`config.mk`:
```
export PLATFORM = sky130hd
export DESIGN_NAME = waveform_sequencer
export DESIGN_NICKNAME = d
export VERILOG_FILES = /design/src/rtl/waveform_sequencer.sv
export SDC_FILE = /design/constraint.sdc
export NUM_CORES = 1
export LEC_CHECK = 0
export BUFFER_PORTS_ARGS = -buffer_cell sky130_fd_sc_hd__buf_2
export CAP_MARGIN = 30
export CORE_MARGIN = 2
export CORE_UTILIZATION = 58
export DETAILED_ROUTE_END_ITERATION = 16
export HOLD_SLACK_MARGIN = 0.08
export PLACE_DENSITY = 0.88
export SYNTH_ARGS = -nofsm -noshare
export SYNTH_HDL_FRONTEND = slang
export SYNTH_SLANG_ARGS = --single-unit
```
`constraint.sdc`:
```
create_clock -name clk_i -period 4.3 [get_ports clk_i]
set_clock_uncertainty 0.05 [all_clocks]
set_input_delay 0.645 -clock clk_i [delete_from_list [all_inputs] [get_ports clk_i]]
set_output_delay 0.645 -clock clk_i [all_outputs]
set_load 0.005 [all_outputs]
```
`src/rtl/waveform_sequencer.sv`:
```
// Sample-rate sequencer and configuration controller for the waveform generator.
// Drives the generator's next-data strobe, gates config changes to sample boundaries, muxes one channel out.
module waveform_sequencer #(
  parameter int unsigned N_FRAC  = 7,
  parameter int unsigned DIV_W   = 16,
  parameter int unsigned TIMEOUT = 15
) (
  input  logic              clk_i,
  input  logic              rst_i,
  input  logic              enable_i,
  input  logic [N_FRAC:0]   cfg_phase_i,
  input  logic [N_FRAC:0]   cfg_amplitude_i,
  input  logic [1:0]        cfg_sel_i,
  input  logic [DIV_W-1:0]  cfg_divider_i,
  input  logic              cfg_load_i,
  output logic              cfg_pending_o,
  output logic [N_FRAC:0]   gen_phase_o,
  output logic [N_FRAC:0]   gen_amplitude_o,
  output logic              gen_next_data_strobe_o,
  input  logic [N_FRAC:0]   gen_sawtooth_i,
  input  logic              gen_sawtooth_valid_i,
  input  logic [N_FRAC:0]   gen_triangle_i,
  input  logic              gen_triangle_valid_i,
  input  logic [N_FRAC:0]   gen_square_i,
  input  logic              gen_square_valid_i,
  output logic [N_FRAC:0]   data_o,
  output logic              data_valid_strobe_o,
  output logic              busy_o,
  output logic              timeout_o,
  output logic              overrun_o
);

  localparam int unsigned W      = N_FRAC + 1;
  localparam int unsigned WAIT_W = (TIMEOUT > 1) ? $clog2(TIMEOUT) : 1;

  localparam logic [1:0] SEL_SAW  = 2'd0;
  localparam logic [1:0] SEL_TRI  = 2'd1;
  localparam logic [1:0] SEL_SQR  = 2'd2;
  localparam logic [1:0] SEL_MUTE = 2'd3;

  typedef enum logic [1:0] {
    ST_IDLE   = 2'd0,
    ST_STROBE = 2'd1,
    ST_WAIT   = 2'd2,
    ST_OUTPUT = 2'd3
  } state_e;

  state_e            state_q, state_d;
  logic [DIV_W-1:0]  cnt_q, cnt_d;
  logic [WAIT_W-1:0] wait_q, wait_d;

  logic [W-1:0]      sh_phase_q, sh_phase_d;
  logic [W-1:0]      sh_amp_q, sh_amp_d;
  logic [1:0]        sh_sel_q, sh_sel_d;
  logic [DIV_W-1:0]  sh_div_q, sh_div_d;
  logic              pending_q, pending_d;

  logic [1:0]        sel_q, sel_d;
  logic [DIV_W-1:0]  div_q, div_d;
  logic [W-1:0]      phase_q, phase_d;
  logic [W-1:0]      amp_q, amp_d;

  logic              strobe_q, strobe_d;
  logic [W-1:0]      hold_q, hold_d;
  logic [W-1:0]      data_q, data_d;
  logic              dvs_q, dvs_d;
  logic              busy_q, busy_d;
  logic              timeout_q, timeout_d;
  logic              overrun_q, overrun_d;

  logic              apply_c;
  logic              tick_c;
  logic              sel_valid_c;
  logic [W-1:0]      sel_data_c;

  always_ff @(posedge clk_i) begin
    if (rst_i) begin
      state_q    <= ST_IDLE;
      cnt_q      <= '0;
      wait_q     <= '0;
      sh_phase_q <= '0;
      sh_amp_q   <= '0;
      sh_sel_q   <= '0;
      sh_div_q   <= '0;
      pending_q  <= 1'b0;
      sel_q      <= '0;
      div_q      <= '0;
      phase_q    <= '0;
      amp_q      <= '0;
      strobe_q   <= 1'b0;
      hold_q     <= '0;
      data_q     <= '0;
      dvs_q      <= 1'b0;
      busy_q     <= 1'b0;
      timeout_q  <= 1'b0;
      overrun_q  <= 1'b0;
    end else begin
      state_q    <= state_d;
      cnt_q      <= cnt_d;
      wait_q     <= wait_d;
      sh_phase_q <= sh_phase_d;
      sh_amp_q   <= sh_amp_d;
      sh_sel_q   <= sh_sel_d;
      sh_div_q   <= sh_div_d;
      pending_q  <= pending_d;
      sel_q      <= sel_d;
      div_q      <= div_d;
      phase_q    <= phase_d;
      amp_q      <= amp_d;
      strobe_q   <= strobe_d;
      hold_q     <= hold_d;
      data_q     <= data_d;
      dvs_q      <= dvs_d;
      busy_q     <= busy_d;
      timeout_q  <= timeout_d;
      overrun_q  <= overrun_d;
    end
  end

  // Shadow capture and apply; a load coinciding with apply is forwarded straight to the active set.
  always_comb begin
    apply_c    = (state_q == ST_IDLE) && pending_q;
    sh_phase_d = sh_phase_q;
    sh_amp_d   = sh_amp_q;
    sh_sel_d   = sh_sel_q;
    sh_div_d   = sh_div_q;
    pending_d  = pending_q;
    sel_d      = sel_q;
    div_d      = div_q;
    phase_d    = phase_q;
    amp_d      = amp_q;
    if (cfg_load_i) begin
      sh_phase_d = cfg_phase_i;
      sh_amp_d   = cfg_amplitude_i;
      sh_sel_d   = cfg_sel_i;
      sh_div_d   = cfg_divider_i;
      pending_d  = 1'b1;
    end
    if (apply_c) begin
      phase_d   = cfg_load_i ? cfg_phase_i     : sh_phase_q;
      amp_d     = cfg_load_i ? cfg_amplitude_i : sh_amp_q;
      sel_d     = cfg_load_i ? cfg_sel_i       : sh_sel_q;
      div_d     = cfg_load_i ? cfg_divider_i   : sh_div_q;
      pending_d = 1'b0;
    end
  end

  // Sample-rate divider.
  always_comb begin
    tick_c = enable_i && (cnt_q == div_q);
    cnt_d  = cnt_q + DIV_W'(1);
    if (!enable_i || tick_c || apply_c) begin
      cnt_d = '0;
    end
  end

  // Only the selected channel's valid is ever seen by the FSM.
  always_comb begin
    sel_valid_c = 1'b0;
    sel_data_c  = '0;
    case (sel_q)
      SEL_SAW: begin
        sel_valid_c = gen_sawtooth_valid_i;
        sel_data_c  = gen_sawtooth_i;
      end
      SEL_TRI: begin
        sel_valid_c = gen_triangle_valid_i;
        sel_data_c  = gen_triangle_i;
      end
      SEL_SQR: begin
        sel_valid_c = gen_square_valid_i;
        sel_data_c  = gen_square_i;
      end
      default: begin
        sel_valid_c = 1'b0;
        sel_data_c  = '0;
      end
    endcase
  end

  // Sample FSM: next state plus registered output values.
  always_comb begin
    state_d   = state_q;
    wait_d    = wait_q;
    hold_d    = hold_q;
    data_d    = data_q;
    dvs_d     = 1'b0;
    timeout_d = timeout_q;
    overrun_d = overrun_q;
    case (state_q)
      ST_IDLE: begin
        if (tick_c && !apply_c) begin
          state_d = ST_STROBE;
        end
      end
      ST_STROBE: begin
        if (sel_q == SEL_MUTE) begin
          hold_d  = '0;
          state_d = ST_OUTPUT;
        end else begin
          wait_d  = '0;
          state_d = ST_WAIT;
        end
      end
      ST_WAIT: begin
        if (sel_valid_c) begin
          hold_d  = sel_data_c;
          state_d = ST_OUTPUT;
        end else if (wait_q == WAIT_W'(TIMEOUT - 1)) begin
          timeout_d = 1'b1;
          state_d   = ST_IDLE;
        end else begin
          wait_d = wait_q + WAIT_W'(1);
        end
      end
      ST_OUTPUT: begin
        data_d  = hold_q;
        dvs_d   = 1'b1;
        state_d = ST_IDLE;
      end
      default: begin
        state_d = ST_IDLE;
      end
    endcase
    // A tick that arrives mid-sample is dropped and flagged.
    if (tick_c && (state_q != ST_IDLE)) begin
      overrun_d = 1'b1;
    end
    strobe_d = (state_d == ST_STROBE);
    busy_d   = (state_d != ST_IDLE);
  end

  assign cfg_pending_o          = pending_q;
  assign gen_phase_o            = phase_q;
  assign gen_amplitude_o        = amp_q;
  assign gen_next_data_strobe_o = strobe_q;
  assign data_o                 = data_q;
  assign data_valid_strobe_o    = dvs_q;
  assign busy_o                 = busy_q;
  assign timeout_o              = timeout_q;
  assign overrun_o              = overrun_q;

endmodule

```
**Word level (Yosys, flattened, before mapping)**

Cells that the tools add are included.

- Flip-flop bits (word level): 112
- Input port bits: 65
- Output and inout bits: 30

- Add/subtract/negate cells: 2
- Eq/ne operators: 14
- Multiplexer cells: 19
- Bitwise operators: 1
- Reductions and logical operators: 18

Operators with widths:

| cell | count |
|---|---|
| $mux W8 | 4 |
| $pmux W8 S3 | 1 |
| $add A16 B1 Y16 const B | 1 |
| $eq A16 B16 Y1 | 1 |
| $mux W16 | 1 |
| $pmux W8 S2 | 1 |
| $mux W4 | 3 |
| $ne A2 B2 Y1 const B | 5 |
| $eq A2 B2 Y1 const B | 4 |
| $mux W2 | 4 |
| $pmux W2 S4 | 1 |
| $pmux W4 S2 | 1 |
| $eq A2 B1 Y1 const B | 3 |
| $reduce_and A3 Y1 | 2 |
| $reduce_bool A2 Y1 | 3 |
| $add A4 B1 Y4 const B | 1 |
| $eq A4 B4 Y1 const B | 1 |
| $logic_and A1 B1 Y1 | 4 |
| $logic_not A2 Y1 | 2 |
| $reduce_and A4 Y1 | 1 |
| $reduce_or A2 Y1 | 2 |
| $pmux W1 S3 | 1 |
| $logic_not A1 Y1 | 2 |
| $logic_or A1 B1 Y1 | 2 |
| other kinds (2) | 3 |

**Longest topological paths before layout**

Gate-level depths: netlist of run 1.

- Word-level depth: 7
- Depth in mapped cells: 8

**Least setup slack after synthesis of run 1**

OpenSTA, ideal clock, no wires.

- Path kind: input to register
- Start point: input gen_square_valid_i
- End point: register busy_q (netlist: busy_o)
- Setup time: 114 ps
- Arrival time: 1697 ps
- Setup slack: 2439 ps
- Cell stages on the path: 5
- Path buffers: 0
- Cells stage by stage: mux2i_1 > o311ai_4 > o311a_1 > o2bb2ai_2 > a21o_1

- Cells in the longest elaborated chain, start to end: 4

Ends and longest elaborated chain:

| item | line | source |
|---|---|---|
| start: declaration | 25 | `input logic gen_square_valid_i,` |
| $pmux W1 S3 | 161 | `case (sel_q)` |
| $mux W2 | 206 | `if (sel_valid_c) begin` |
| $pmux W2 S4 | 190 | `case (state_q)` |
| $reduce_bool A2 Y1 | 230 | `busy_d = (state_d != ST_IDLE);` |
| end signal: assignment | 114 | `busy_q <= busy_d;` |
| end: declaration | 67 | `logic busy_q, busy_d;` |

No other way between the ends.
A chain may end at the register's enable or synchronous reset.

**Worst setup path in the final report of run 1**

- Start point: register state_q[0]
- End point: register phase_q[6] (netlist: gen_phase_o[6])

- Cells in the longest elaborated chain, start to end: 2

Ends and longest elaborated chain:

| item | line | source |
|---|---|---|
| start: declaration | 48 | `state_e state_q, state_d;` |
| start signal: assignment | 98 | `state_q <= state_d;` |
| $logic_not A2 Y1 | 122 | `apply_c = (state_q == ST_IDLE) && pending_q;` |
| $logic_and A1 B1 Y1 | 122 |  |
| end signal: assignment | 108 | `phase_q <= phase_d;` |
| end: declaration | 60 | `logic [W-1:0] phase_q, phase_d;` |

No other way between the ends.

==> results of run 1 <==
-- state kept, by name, summed over array words and instances, names as in the netlist, 2 cells and up --
| signal | count |
|---|---|
| cnt_q | 16 |
| data_o | 8 |
| div_q | 16 |
| gen_amplitude_o | 8 |
| gen_phase_o | 8 |
| hold_q | 8 |
| sel_q | 2 |
| sh_amp_q | 8 |
| sh_div_q | 16 |
| sh_phase_q | 8 |
| sh_sel_q | 2 |
| state_q | 2 |
| wait_q | 4 |
-- Yosys cell counts (2+ instances only) --
library cell,number
nor2_1,67
a21o_1,2
a31oi_1,3
o21ai_0,9
nand4b_1,2
and3_1,2
and2_1,2
dfxtp_1,112
nor3_1,3
inv_1,8
xnor2_1,23
nand4_1,6
buf_2,8
a21oi_1,10
ha_1,8
nand2_1,23
o22a_1,34
mux2i_1,54
nand3_1,19
clkbuf_1,15
xor2_1,9
-- through the flow --
step / instance area (sq um) / setup WS (ns) / hold slack, ns
4_1_cts: 5200 / 2.03 / 0.416
3_5_place_dp: 5000 / 2.07 / 0.403
3_3_place_gp: 4980 / 2.11 / 0.396
2_1_floorplan: 4480 / 2.44 / 0.386
6_report: 5200 / 2.03 / 0.416
5_1_grt: 5200 / 1.81 / 0.446
-- worst min-delay path, stage by stage, from the launching register on --
cell     delay, ns
dfxtp_1       0.32
nand2_1       0.05
a21oi_1       0.05
-- how the worst max path moves through the flow --
stage,from,end,slack (ns),depth (start not counted)
after floorplan,gen_square_valid_i,busy_o,2.44,5
after global placement,state_q[1],gen_phase_o[0],2.11,7
after detailed placement,state_q[0],cnt_q[5],2.07,7
after CTS,state_q[1],cnt_q[10],2.03,7
after global routing,state_q[1],cnt_q[14],1.81,7
final,state_q[0],gen_phase_o[6],2.03,7
-- power by group --
part           internal [mW]  switching (mW)
clock network          0.279           0.353
registers               1.10          0.0451
logic                  0.129           0.127
total                   1.51           0.526
-- final cells by class --
cell class | count | share of cell area
flip-flops and latches | 112 | 0.431
multi-input cells | 296 | 0.400
repair buffers | 98 | 0.0986
clock buffers | 10 | 0.0245
well taps | 102 | 0.0245
clock inverters | 6 | 0.0147
inverters | 9 | 0.00649
-- cells by family after synthesis --
| group | Yosys count | synth area share |
|---|---|---|
| AO/OA/AOI/OAI | 68 | 0.121 |
| adder cells (fa/ha/maj) | 8 | 0.0223 |
| flip-flops | 112 | 0.501 |
| AND/OR/NAND/NOR | 134 | 0.139 |
| buffers and inverters | 35 | 0.0341 |
| multiplexers | 54 | 0.121 |
| XOR/XNOR | 32 | 0.0626 |
-- per-layer routing --
layer  global-route usage  routed length [um]  up-vias  share of wire
met5                    0                   0        -              0
met1                0.299                4070     1582           0.43
li1                     -                   -     1703              -
met2                0.369                4590       96           0.49
met3               0.0493                 580       16          0.061
met4                0.107                 202        0          0.021
==> impl_metrics.yaml, run 1 <==
outcome:
  outcome: "completed"
clock_tree:
  h-tree-depth: 3
  cts_root_buf: "clkbuf_8"
  clk_latency_ns: 0.37
  hold_buffers: 0
  cts_setup_buffers: 0
  clockBufferDepth: 2
  cts.sinks: 112
  ctsResizeCount: 0
  cts_made_buffers: 9
  cts_tree: "built"
  clkTransAtPathRegs_ns: 0.10
sta:
  finalHoldViolations: 0
  rsz0062_at_grt: "no"
  tns_ns: 0
  finalCritPeriodShare: 0.527
  clock.fmax_mhz: 441
  tightest_slew_ns: 0.607
  setup_viol: 0
  fin_crit_ns: 2.27
  slew_headroom: 0.595
  report.final.slew_viol_count: 0
placement:
  gp_routability_congestion: 0.855
  dp_hpwl_um: 6740
  io_buffers: 94
  placed_cells: 617
critical_path:
  required_ns: 4.57
  arrival_ns: 2.53
  critPathSlowestCell: "buf_4"
  cp_slowest_stage_delay_ns: 0.41
  cpMostUsedCell: "buf_4"
  crit_fanout: 36
  worstSetupEndpointType: "flop"
  critPathTopFamily: "buffers and inverters"
  reg2reg_to: "gen_phase_o[6]"
  cp-start-kind: "flop"
  crit_chain: "inv_1 > ha_1 > and2_1 > buf_4 > nor2_2 > buf_4 > o22a_1"
  r2r_slack_ns: 2.03
  worstSetupPathType: "flop to flop"
  cp_num_buf_inv: 3
  reg2reg_from: "state_q[0]"
  rr_worst_depth: 7
final_layout:
  n_antenna_cell: 0
  finalCoreUtilization: 0.684
  nFillCells: 589
  most-common-layout-cells: "112 x dfxtp_1, 94 x buf_2, 67 x nor2_1"
  fin_cells: 633
  multiInputGateArea_sq_mm: 0.00208
  regArea_sq_mm: 0.00224
  final_common_cell: "dfxtp_1"
  nets: 599
  drive_gt1_frac: 0.232
  area_growth_pct: 16.2
synth:
  synth_nets: 516
  ys.flop_type: "dfxtp_1"
  ys_ff_latch: 112
  synthesis.area_sq_mm: 0.00448
  avgSynthCellArea_sq_um: 10.1
  yosys.area.top_type: "dfxtp_1"
  yosys.area.top_type_share: 0.501
  ys_warn_count: 0
  synth_cell_types: 45
  ys_seq_area_frac: 0.501
  syn_inst: 443
  synth.area.top_cells: "dfxtp_1 50%, mux2i_1 12%, o22a_1 6.6%"
  synth-edff-count: 0
  async_flop_share: 0
run:
  cap_viol_max_count: 0
worst_hold_path:
  min_path_type: "flop to flop"
  worstHoldStart: "hold_q[7]"
  whs_endpoint: "hold_q[7]"
  hold-path-cell-count: 2
floorplan:
  die_h_um: 91.9
  die_w_um: 91.9
  rows: 32
  start_util: 0.589
  io_pins: 95
  coreArea_sq_mm: 0.00761
  die_area_sq_mm: 0.00844
power_and_ir_drop:
  p_leak_nw: 2.33
  ir_drop_uv: 294
  p_total_mw: 2.03
  power_density_mw_per_mm2: 391
global_routing:
  grt_pass1_vias: 3295
  gr-total-overflow: 0
  antenna_found_initial: 0
  grt_pass1_wl_um: 15500
  grt.total_usage: 0.231
  grt_max_degree: 37
route:
  via_per_inst: 5.37
  first_iter_violations: 176
  ant_nets: 0
  drc: 0
  wire_per_inst_um: 14.9
  drt_first_pass_iters: 4
  wl_um: 9450
  vias: 3397
Power figures use the tool's default switching activity.
==> run 2: changes to the inputs <==
--- a/config.mk
+++ b/config.mk
@@ -8,10 +8,10 @@
 export BUFFER_PORTS_ARGS = -buffer_cell sky130_fd_sc_hd__buf_2
 export CAP_MARGIN = 30
 export CORE_MARGIN = 2
-export CORE_UTILIZATION = 58
+export CORE_UTILIZATION = 54
 export DETAILED_ROUTE_END_ITERATION = 16
 export HOLD_SLACK_MARGIN = 0.08
-export PLACE_DENSITY = 0.88
+export PLACE_DENSITY = 0.83
 export SYNTH_ARGS = -nofsm -noshare
 export SYNTH_HDL_FRONTEND = slang
 export SYNTH_SLANG_ARGS = --single-unit
==> constraint.sdc (replaced) <==
create_clock -name clk_i -period 2.4 [get_ports clk_i]
set_clock_uncertainty 0.05 [all_clocks]
set_input_delay 0.36 -clock clk_i [delete_from_list [all_inputs] [get_ports clk_i]]
set_output_delay 0.36 -clock clk_i [all_outputs]
set_load 0.005 [all_outputs]
==> impl_metrics.yaml, run 2 (synthesis gave the netlist of run 1 again) <==
outcome:
  outcome: "completed"
floorplan:
  die_w_um: 95.1
  die_area_sq_mm: 0.00904
  start_util: 0.551
  rows: 33
  coreArea_sq_mm: 0.00813
  die_h_um: 95.1
  io_pins: 95
final_layout:
  multiInputGateArea_sq_mm: 0.00208
  area_growth_pct: 16.9
  final_common_cell: "dfxtp_1"
  nFillCells: 656
  top_regs: "cnt_q: 16 flops, div_q: 16 flops, sh_div_q: 16 flops"
  n_antenna_cell: 0
  regArea_sq_mm: 0.00224
  most-common-layout-cells: "112 x dfxtp_1, 94 x buf_2, 67 x nor2_1"
  nets: 603
  drive_gt1_frac: 0.237
route:
  wl_um: 9060
  wire_per_inst_um: 14.2
  via_per_inst: 5.27
  first_iter_violations: 191
  vias: 3373
  drt_first_pass_iters: 4
  ant_nets: 0
  drc: 0
critical_path:
  reg2reg_from: "state_q[0]"
  arrival_ns: 2.14
  endpoint: "busy_o"
  cp-start-kind: "flop"
  reg2reg_to: "busy_o"
  required_ns: 2.62
  rr_worst_depth: 7
  worstSetupEndpointType: "flop"
  worstSetupPathType: "flop to flop"
  r2r_slack_ns: 0.49
  cp-startpoint: "state_q[0]"
  crit_fanout: 7
power_and_ir_drop:
  swShare: 0.258
  clkPwrFrac: 0.312
  p_leak_nw: 2.36
  p_total_mw: 3.66
  power_frac_comb: 0.132
  ir_drop_uv: 418
  power_density_mw_per_mm2: 698
  p_int_mw: 2.71
  seq_power_share: 0.557
  power_switching_uw: 945
placement:
  io_buffers: 94
  dp_hpwl_um: 6480
  gp_routability_congestion: 0.895
clock_tree:
  cts_root_buf: "clkbuf_8"
  clkTransAtPathRegs_ns: 0.10
  clk_latency_ns: 0.37
  cts_tree: "built"
  cts_made_buffers: 9
  clockBufferDepth: 2
  h-tree-depth: 3
  ctsResizeCount: 0
  cts_setup_buffers: 0
  cts.sinks: 112
  hold_buffers: 0
global_routing:
  gr-total-overflow: 0
  antenna_found_initial: 0
  grtUsageMet1: 0.271
  met2_usage: 0.338
  grt_pass1_wl_um: 14900
  grt_pass1_vias: 3262
  met3_usage: 0.0427
  grt.total_usage: 0.209
  grt_max_degree: 44
  top_usage_layer: "met2"
sta:
  clock.fmax_mhz: 523
  finalCritPeriodShare: 0.797
  tightest_slew_ns: 0.492
  setup_viol: 0
  report.final.slew_viol_count: 0
  fin_crit_ns: 1.91
  finalHoldViolations: 0
  slew_headroom: 0.672
  tns_ns: 0
  rsz0062_at_grt: "no"
run:
  cap_viol_max_count: 0
worst_hold_path:
  min_path_type: "input port to flop"
-- run 2: cell types whose count changed in the layout (fill, tap and decap cells not counted), sizes merged --
cell,change
buf,+4
clkinvlp,-2
inv,+2
-- run 2: critical path, cell delays in order, from the launching register on --
cell and delay, ns:
dfxtp_1 0.41, inv_1 0.12, ha_1 0.25, nand4b_1 0.16, o311ai_4 0.16, o311a_1 0.37, o2bb2ai_2 0.13, a21o_1 0.17
-- run 2: how the worst min path moves through the flow --
stage          cells after the start                from             to
3_3_place_gp                       2           hold_q[7]      hold_q[7]
3_5_place_dp                       2           hold_q[3]      hold_q[3]
5_1_grt                            3      cfg_phase_i[7]  sh_phase_q[7]
2_1_floorplan                      2           hold_q[0]      hold_q[0]
6_report                           3  cfg_amplitude_i[0]    sh_amp_q[0]
4_1_cts                            3  cfg_amplitude_i[0]    sh_amp_q[0]
-- run 2: per-stage QoR --
| step | area [sq um] | setup WS (ns) | cells | util | hold WS [ns] |
|---|---|---|---|---|---|
| floorplan | 4480 | 0.553 | 443 | - | 0.386 |
| global placement | 5030 | 0.592 | 624 | 0.619 | 0.394 |
| detailed placement | 5030 | 0.522 | 624 | 0.619 | 0.403 |
| CTS | 5240 | 0.503 | 640 | 0.644 | 0.205 |
| global route | 5240 | 0.326 | 640 | 0.644 | 0.236 |
| finish | 5240 | 0.486 | 640 | 0.644 | 0.220 |
-- run 2: area by class of cell --
type | instances | area share
inverters | 9 | 0.00645
flip-flops and latches | 112 | 0.428
clock inverters | 6 | 0.0141
multi-input cells | 296 | 0.398
repair buffers | 102 | 0.104
clock buffers | 10 | 0.0244
well taps | 105 | 0.0251
-- run 2: power groups by stage --
stage          combinational (mW)  sequential (mW)  clock [mW]
6_report                    0.481             2.03        1.14
5_1_grt                     0.530             2.05        1.24
4_1_cts                     0.486             2.04        1.16
3_5_place_dp                0.483             2.08           0
3_3_place_gp                0.471             2.07           0
2_1_floorplan               0.319             2.07           0
-- run 2: routing by layer --
layer	vias to the layer above	wire, um	part of all wire
li1	1714	-	-
met1	1572	4200	0.46
met2	74	4340	0.48
met3	13	341	0.038
met4	0	183	0.020
met5	-	0	0
